**config.mk**
```make
export PLATFORM = sky130hd
export DESIGN_NAME = pipelined_mult_stream
export DESIGN_NICKNAME = d
export VERILOG_FILES = /design/src/rtl/pipelined_mult_stream_pkg.sv /design/src/rtl/pipelined_mult_stream_pp_stage.sv /design/src/rtl/pipelined_mult_stream.sv
export SDC_FILE = /design/constraint.sdc
export NUM_CORES = 2
export LEC_CHECK = 0
export CORE_MARGIN = 4
export CORE_UTILIZATION = 38
export CTS_CLUSTER_SIZE = 8
export DETAILED_ROUTE_END_ITERATION = 16
export PLACE_DENSITY = 0.52
export RECOVER_POWER = 50
export SETUP_SLACK_MARGIN = 0.2
export SLEW_MARGIN = 15
export SYNTH_ARGS = -nofsm -noshare
export SYNTH_HDL_FRONTEND = slang
export SYNTH_SLANG_ARGS = --single-unit
```
**constraint.sdc**
```tcl
create_clock -name clk -period 24.1 [get_ports clk]
set_clock_uncertainty 0.05 [all_clocks]
set_input_delay 2.41 -clock clk [delete_from_list [all_inputs] [get_ports clk]]
set_output_delay 2.41 -clock clk [all_outputs]
set_load 0.01 [all_outputs]
```
**src/rtl/pipelined_mult_stream_pkg.sv**
```systemverilog
// Shared geometry helpers and the stage record layout for the streaming multiplier.
package pipelined_mult_stream_pkg;

    localparam int DEF_WIDTH  = 32;
    localparam int DEF_STAGES = 4;
    localparam int DEF_TAG_W  = 4;
    localparam int SLICE      = DEF_WIDTH / DEF_STAGES;

    // Record carried between stages at the default geometry; modules carry the
    // same fields as separate arrays sized by their own parameters.
    typedef struct packed {
        logic                     valid;
        logic                     sign;
        logic [DEF_WIDTH-1:0]     a_mag;
        logic [DEF_WIDTH-1:0]     b_mag;
        logic [2*DEF_WIDTH-1:0]   sum;
        logic [DEF_TAG_W-1:0]     tag;
    } stage_t;

    function automatic bit geometry_ok(int width, int stages);
        return (stages > 0) && (width >= 4) && (width % 2 == 0) && (width % stages == 0);
    endfunction

    function automatic int slice_of(int width, int stages);
        return width / stages;
    endfunction

endpackage

```
**src/rtl/pipelined_mult_stream_pp_stage.sv**
```systemverilog
// One registered partial-product stage: folds SLICE multiplier bits into the running sum.
module mult_pp_stage
    import pipelined_mult_stream_pkg::*;
#(
    parameter int WIDTH = DEF_WIDTH,
    parameter int TAG_W = DEF_TAG_W,
    parameter int SLICE = DEF_WIDTH / DEF_STAGES,
    parameter int BASE  = 0,
    parameter bit FINAL = 1'b0
) (
    input  logic                 clk,
    input  logic                 rst,
    input  logic                 en,
    input  logic                 prev_valid,
    input  logic                 prev_sign,
    input  logic [WIDTH-1:0]     prev_a,
    input  logic [WIDTH-1:0]     prev_b,
    input  logic [2*WIDTH-1:0]   prev_sum,
    input  logic [TAG_W-1:0]     prev_tag,
    output logic                 valid,
    output logic                 sign,
    output logic [WIDTH-1:0]     a_mag,
    output logic [WIDTH-1:0]     b_mag,
    output logic [2*WIDTH-1:0]   sum,
    output logic [TAG_W-1:0]     tag
);

    logic [2*WIDTH-1:0] ext_a;
    logic [2*WIDTH-1:0] acc;
    logic [2*WIDTH-1:0] nxt;

    assign ext_a = {{WIDTH{1'b0}}, prev_a};

    always_comb begin
        acc = prev_sum;
        for (int j = 0; j < SLICE; j++) begin
            if (prev_b[BASE+j]) acc = acc + (ext_a << (BASE + j));
        end
        // The last stage applies the sign so the result leaves straight from a register.
        nxt = (FINAL && prev_sign) ? -acc : acc;
    end

    always_ff @(posedge clk or posedge rst) begin
        if (rst) begin
            valid <= 1'b0;
            sign  <= 1'b0;
            a_mag <= '0;
            b_mag <= '0;
            sum   <= '0;
            tag   <= '0;
        end else if (en) begin
            valid <= prev_valid;
            sign  <= prev_sign;
            a_mag <= prev_a;
            b_mag <= prev_b;
            sum   <= nxt;
            tag   <= prev_tag;
        end
    end

endmodule

```
**src/rtl/pipelined_mult_stream.sv**
```systemverilog
// Streaming signed/unsigned multiplier: operand capture, STAGES partial-product stages, global stall.
module pipelined_mult_stream
    import pipelined_mult_stream_pkg::*;
#(
    parameter int WIDTH  = DEF_WIDTH,
    parameter int STAGES = DEF_STAGES,
    parameter int TAG_W  = DEF_TAG_W
) (
    input  logic                 clk,
    input  logic                 rst,
    input  logic                 in_valid,
    output logic                 in_ready,
    input  logic [WIDTH-1:0]     a,
    input  logic [WIDTH-1:0]     b,
    input  logic                 is_signed,
    input  logic [TAG_W-1:0]     in_tag,
    output logic                 out_valid,
    input  logic                 out_ready,
    output logic [2*WIDTH-1:0]   res,
    output logic [TAG_W-1:0]     out_tag
);

    localparam int SL = slice_of(WIDTH, STAGES);

    if (!geometry_ok(WIDTH, STAGES)) begin : g_bad_geometry
        $error("pipelined_mult_stream: WIDTH must be even, >= 4 and divisible by STAGES");
    end

    logic                          adv;
    logic [STAGES:0]               vld_pipe;
    logic [STAGES:0]               sign_pipe;
    logic [STAGES:0][WIDTH-1:0]    a_pipe;
    logic [STAGES:0][WIDTH-1:0]    b_pipe;
    logic [STAGES:0][2*WIDTH-1:0]  sum_pipe;
    logic [STAGES:0][TAG_W-1:0]    tag_pipe;

    logic                          s0_valid;
    logic                          s0_sign;
    logic [WIDTH-1:0]              s0_a;
    logic [WIDTH-1:0]              s0_b;
    logic [TAG_W-1:0]              s0_tag;

    // Whole pipeline moves together; a free output slot or a draining consumer lets it step.
    assign adv      = !vld_pipe[STAGES] || out_ready;
    assign in_ready = adv;

    always_ff @(posedge clk or posedge rst) begin
        if (rst) begin
            s0_valid <= 1'b0;
            s0_sign  <= 1'b0;
            s0_a     <= '0;
            s0_b     <= '0;
            s0_tag   <= '0;
        end else if (adv) begin
            s0_valid <= in_valid;
            s0_sign  <= is_signed & (a[WIDTH-1] ^ b[WIDTH-1]);
            // -(2^(W-1)) negates to itself, which is exactly the unsigned magnitude.
            s0_a     <= (is_signed && a[WIDTH-1]) ? -a : a;
            s0_b     <= (is_signed && b[WIDTH-1]) ? -b : b;
            s0_tag   <= in_tag;
        end
    end

    assign vld_pipe[0]  = s0_valid;
    assign sign_pipe[0] = s0_sign;
    assign a_pipe[0]    = s0_a;
    assign b_pipe[0]    = s0_b;
    assign sum_pipe[0]  = '0;
    assign tag_pipe[0]  = s0_tag;

    for (genvar k = 1; k <= STAGES; k++) begin : g_stage
        mult_pp_stage #(
            .WIDTH (WIDTH),
            .TAG_W (TAG_W),
            .SLICE (SL),
            .BASE  ((k-1)*SL),
            .FINAL (k == STAGES)
        ) u_stage (
            .clk        (clk),
            .rst        (rst),
            .en         (adv),
            .prev_valid (vld_pipe[k-1]),
            .prev_sign  (sign_pipe[k-1]),
            .prev_a     (a_pipe[k-1]),
            .prev_b     (b_pipe[k-1]),
            .prev_sum   (sum_pipe[k-1]),
            .prev_tag   (tag_pipe[k-1]),
            .valid      (vld_pipe[k]),
            .sign       (sign_pipe[k]),
            .a_mag      (a_pipe[k]),
            .b_mag      (b_pipe[k]),
            .sum        (sum_pipe[k]),
            .tag        (tag_pipe[k])
        );
    end

    assign out_valid = vld_pipe[STAGES];
    assign res       = sum_pipe[STAGES];
    assign out_tag   = tag_pipe[STAGES];

    // Magnitudes and sign of the final stage have no consumer.
    logic unused_tail;
    assign unused_tail = ^{a_pipe[STAGES], b_pipe[STAGES], sign_pipe[STAGES]};

endmodule

```
; Word-level counts from Yosys, hierarchy flattened
; Index checks and enable logic that the tools add are counted.
[totals]
ff_bits = 541
in_bits = 73
[op_classes]
n_reduce_logical = 4
bitwise_logic = 2
addsub = 34
muxes = 35
[ops]
columns = operator, count
row1 = $mux W64, 32
row2 = $mux W32, 3
row3 = $add A64 B33 Y64, 1
row4 = $add A64 B34 Y64, 1
row5 = $add A64 B35 Y64, 1
row6 = $add A64 B36 Y64, 1
row7 = $add A64 B37 Y64, 1
row8 = $add A64 B38 Y64, 1
row9 = $add A64 B39 Y64, 1
row10 = $add A64 B40 Y64, 1
row11 = $add A64 B41 Y64, 1
row12 = $add A64 B42 Y64, 1
row13 = $add A64 B43 Y64, 1
row14 = $add A64 B44 Y64, 1
row15 = $add A64 B45 Y64, 1
row16 = $add A64 B46 Y64, 1
row17 = $add A64 B47 Y64, 1
row18 = $add A64 B48 Y64, 1
row19 = $add A64 B49 Y64, 1
row20 = $add A64 B50 Y64, 1
row21 = $add A64 B51 Y64, 1
row22 = $add A64 B52 Y64, 1
row23 = $add A64 B53 Y64, 1
row24 = $add A64 B54 Y64, 1
row25 = other kinds (16), 18

; Longest topological paths before layout
[logic_depth]
ltp_word = 18
depth_mapped = 83
ltp_nobuf = 82

; Modules after synthesis
; A second synthesis with hierarchy kept.
[unflattened]
hier_cells = 13148
area_unflattened_um2 = 101095.7
[by_module_without_submodules]
columns = mod, instances, seq_area_each_um2, cells_per_inst, area_each_um2
row1 = mult_pp_stage at g_stage[1].u_stage, 1, 3353.2, 3525, 26435.4
row2 = mult_pp_stage at g_stage[2].u_stage, 1, 3353.2, 3172, 24384.6
row3 = mult_pp_stage at g_stage[4].u_stage, 1, 3353.2, 3210, 24213.2
row4 = mult_pp_stage at g_stage[3].u_stage, 1, 3353.2, 2794, 22148.7
row5 = pipelined_mult_stream, 1, 1751.7, 447, 3913.8

; Worst setup path before layout
; OpenSTA, ideal clock, no wires.
[synth_path]
kind = flip-flop to flip-flop
start = reg g_stage[3].u_stage.a_mag[1]
end = reg g_stage[4].u_stage.sum[63]
setup_ns = 0.069
stages_incl_launch_ff = 67
path_slack_ns = 8.712
required_ns = 23.981
arrival_ns = 15.269
cell_sequence = dfrtp_1 > inv_1 > fa_1 > nor2b_1 > o31a_1 > o21ai_4 > xor2_1 > o21ai_0 > ha_1 > a21oi_1 > o21ai_0 > a211oi_1 > a21boi_0 > xnor2_1 > mux2_2 > ha_1 > a21oi_1 > o21ai_0 > [31 not listed] > nand2_1 > o31ai_1 > or3_1 > a41oi_1 > xor2_1 > o21ai_0 > a211o_2 > ha_1 > or2_2 > a21o_1 > and3_1 > a311oi_1 > mux2_2 > o311ai_2 > nor4b_1 > or3b_1 > or4_1 > nand3_1
[synth_via]
elab_chain_cells = 18
[synth_lines]
columns = element, line
row1 = "start, declared", pipelined_mult_stream_pp_stage.sv:22  ; output logic [WIDTH-1:0] a_mag,
row2 = "start signal, assigned", pipelined_mult_stream_pp_stage.sv:54  ; a_mag <= prev_a;
row3 = $add A64 B56 Y64, pipelined_mult_stream_pp_stage.sv:37  ; if (prev_b[BASE+j]) acc = acc + (ext_a << (BASE + j));
row4 = $mux W64, pipelined_mult_stream_pp_stage.sv:37
row5 = $add A64 B57 Y64, pipelined_mult_stream_pp_stage.sv:37
row6 = $mux W64, pipelined_mult_stream_pp_stage.sv:37
row7 = $add A64 B58 Y64, pipelined_mult_stream_pp_stage.sv:37
row8 = $mux W64, pipelined_mult_stream_pp_stage.sv:37
row9 = $add A64 B59 Y64, pipelined_mult_stream_pp_stage.sv:37
row10 = $mux W64, pipelined_mult_stream_pp_stage.sv:37
row11 = [2 not listed], --
row12 = $add A64 B61 Y64, pipelined_mult_stream_pp_stage.sv:37
row13 = $mux W64, pipelined_mult_stream_pp_stage.sv:37
row14 = $add A64 B62 Y64, pipelined_mult_stream_pp_stage.sv:37
row15 = $mux W64, pipelined_mult_stream_pp_stage.sv:37
row16 = $add A64 B63 Y64, pipelined_mult_stream_pp_stage.sv:37
row17 = $mux W64 *, pipelined_mult_stream_pp_stage.sv:37
row18 = $neg A64 Y64, pipelined_mult_stream_pp_stage.sv:40  ; nxt = (FINAL && prev_sign) ? -acc : acc;
row19 = $mux W64 *, pipelined_mult_stream_pp_stage.sv:40
row20 = "end signal, assigned", pipelined_mult_stream_pp_stage.sv:56  ; sum <= nxt;
row21 = "end, declared", pipelined_mult_stream_pp_stage.sv:24  ; output logic [2*WIDTH-1:0] sum,
; Every way passes the cells marked *; elsewhere a longest branch is shown, timed or not.
; A chain may end at the register's enable or synchronous reset.

; Final worst setup path
[layout_path]
start = reg g_stage[3].u_stage.a_mag[1]
end = reg g_stage[4].u_stage.sum[59]
; Same word-level chain as after synthesis.

==> impl_metrics.tcl <==
set metrics [dict create \
    fin_area_mm2 0.0877 \
    hold_viol_final 0 \
    wl_um 304000 \
    r2r.worst_path.cells 66 \
    yosysTopAreaCell "ha_1" \
    rsz0062_at_grt "no" \
    ys_types 132 \
    fin_util_pct 40.9 \
    outcome "finished with violations" \
    crit_required_ns 24.36 \
    worst_pin_slew_ns 6.89 \
    firstDrtPassIters 6 \
    worst_hold_path_type "reg2reg" \
    routed_via_density 5.94 \
    numClockSinks 445 \
    fmax_mhz 53.7 \
    synth_seq_cells 445 \
    vias 82967 \
    htreeDepth 3 \
    grt-ovfl-total 0 \
    ant_nets 0 \
    relSlewSlack_pct -359 \
    clk_pin_slew_ns 0.05 \
    fin_crit_ns 18.61 \
    areaGrowthSynthToFinish_pct 7.14 \
    io_buffers 142 \
    synth_edf_count 0 \
    end_kind "flip-flop" \
    synth_top_area_share_pct 15.3 \
    drive_above_1_share_pct 6.21 \
    grt_max_degree 170 \
    ys_seq_area_share_pct 13.6 \
    layout_common_cells "nand2_1, ha_1, a21oi_1, nor2_1, o21ai_0" \
    core_mm2 0.214 \
    layout_commonest_cell "nand2_1" \
    placed_cell_area_mm2 0.0857 \
    post_drt_wl_per_cell_um 21.8 \
    die_area_mm2 0.223 \
    hold_path_depth 1 \
    grt_pass1_vias 78458 \
    critPathSlowestCell "dfrtp_1" \
    cap_violations 11 \
    synth_ff_type "dfrtp_1" \
    fp-row-count 170 \
    dp_hpwl_um 246000 \
    globalplace.congestion 0.952 \
    syn_area_per_cell_um2 7.32 \
    cts_made_buffers 70 \
    startpoint_type "flip-flop" \
    violations "capacitance limit, slew limit" \
    post_cts_buffers 0 \
    post_cts_resize_count 0 \
    grt_antenna_before_repair 5 \
    min_period_over_period_pct 77.2 \
    grt_use_total_pct 26.2 \
    yosysWarnings 0 \
    die_w_um 472 \
    setup_viol 0 \
    cts_tree "built" \
    synthArstFlopShare_pct 100 \
    clk_root_buffer_cell "clkbuf_16" \
    ioPinCount 143 \
    crit_path_max_fanout 10 \
    cp_slowest_stage_delay_ns 0.61 \
    fin_nets 12208 \
    timing.setup.tns_ns 0 \
    drc 0 \
    netlist_area_mm2 0.0819 \
    ys_top_cells_by_area "ha_1, dfrtp_1, nand2_1, a21oi_1, xnor2_1" \
    insertion_delay_ns 0.71 \
    start_util_pct 38.2 \
    final_max_slew_viol_count 703 \
    drtIter0Drc 5884 \
    grt_pass1_wl_um 468000 \
    worstSetupPathType "reg2reg" \
    die_h_um 472 \
    critPathMostFrequentCell "o21ai_0" \
    clockBufferDepth 3 \
    synth_nets 12285 \
    ctsHoldBuffers 0 \
    cp.arrival_ns 18.87 \
    syn-instance-count 11180 \
]
## cells by family after synthesis
logic type / share of synthesized area (%)
buffers and inverters: 4.56
adders and majority gates: 16.1
AOI/OAI and AO/OA: 29.7
muxes: 5.05
and+or+nand+nor: 22.2
DFF: 13.6
xor gates and xnor gates: 8.85
## layer usage
metal	vias to the layer above	wire length, µm	global-route usage (%)
met5	-	0	0
met4	0	10400	8.63
met3	411	11900	2.24
met2	1935	143000	44.7
met1	39769	139000	34.9
li1	40852	-	-
## critical path: cells and delay by family (launching register included)
| family | cells | cell delay [ns] |
|---|---|---|
| simple gates | 15 | 3.56 |
| buf+inv | 2 | 0.51 |
| fa+ha+maj | 8 | 3.09 |
| compound gates | 31 | 8.09 |
| mux | 5 | 1.61 |
| flops | 1 | 0.61 |
| xor+xnor | 5 | 0.69 |
## flip-flops by register name (all words and copies together) (netlist names)
register / count
s0_a: 32
g_stage.u_stage.sum: 208
g_stage.u_stage.tag: 16
g_stage.u_stage.sign: 3
s0_valid: 1
s0_sign: 1
g_stage.u_stage.b_mag: 48
g_stage.u_stage.valid: 4
s0_b: 32
s0_tag: 4
g_stage.u_stage.a_mag: 96
## area by class of cell
type / count / area, µm²
clock buffer: 89 / 1870
multi-input combinational: 9882 / 67000
timing repair buffer: 262 / 2280
clock inverter: 13 / 155
sequential: 445 / 11100
inverter: 442 / 1660
fill: 22304 / 127000
antenna: 3 / 7.51
tap: 2838 / 3550
## cell usage after synthesis, drive strengths merged, types with 110 or more instances
| master | number |
|---|---|
| a211oi | 114 |
| a21o | 442 |
| a21oi | 972 |
| a31oi | 163 |
| and3 | 110 |
| clkbuf | 345 |
| dfrtp | 445 |
| ha | 1001 |
| inv | 436 |
| mux2 | 250 |
| mux2i | 131 |
| nand2 | 1652 |
| nand2b | 171 |
| nand3 | 227 |
| nor2 | 840 |
| nor2b | 116 |
| nor3 | 215 |
| o21a | 220 |
| o21ai | 832 |
| o31ai | 112 |
| xnor2 | 509 |
| xor2 | 318 |
## worst paths after layout
| check | end | start | slack [ns] |
|---|---|---|---|
| max in group asynchronous | g_stage[2].u_stage.sum[4] | rst | 15.24 |
| max | g_stage[4].u_stage.sum[59] | g_stage[3].u_stage.a_mag[1] | 5.49 |
| min reg2reg | g_stage[4].u_stage.valid | g_stage[3].u_stage.valid | 0.38 |
| min | g_stage[4].u_stage.valid | g_stage[3].u_stage.valid | 0.38 |
| min in group asynchronous | s0_b[13] | rst | 3.44 |
| max reg2reg | g_stage[4].u_stage.sum[59] | g_stage[3].u_stage.a_mag[1] | 5.49 |
## through the flow
step / hold WS [ns] / setup WS [ns] / cells
global placement: 0.391 / 5.79 / 13869
floorplan: 0.380 / 8.71 / 11180
global route: 0.418 / 4.28 / 13973
CTS: 0.396 / 5.47 / 13971
detailed placement: 0.397 / 5.55 / 13869
finish: 0.381 / 5.49 / 13974
Power is not shown: default switching activity piles up to over one toggle a cycle in this logic, so the estimate is an artifact.
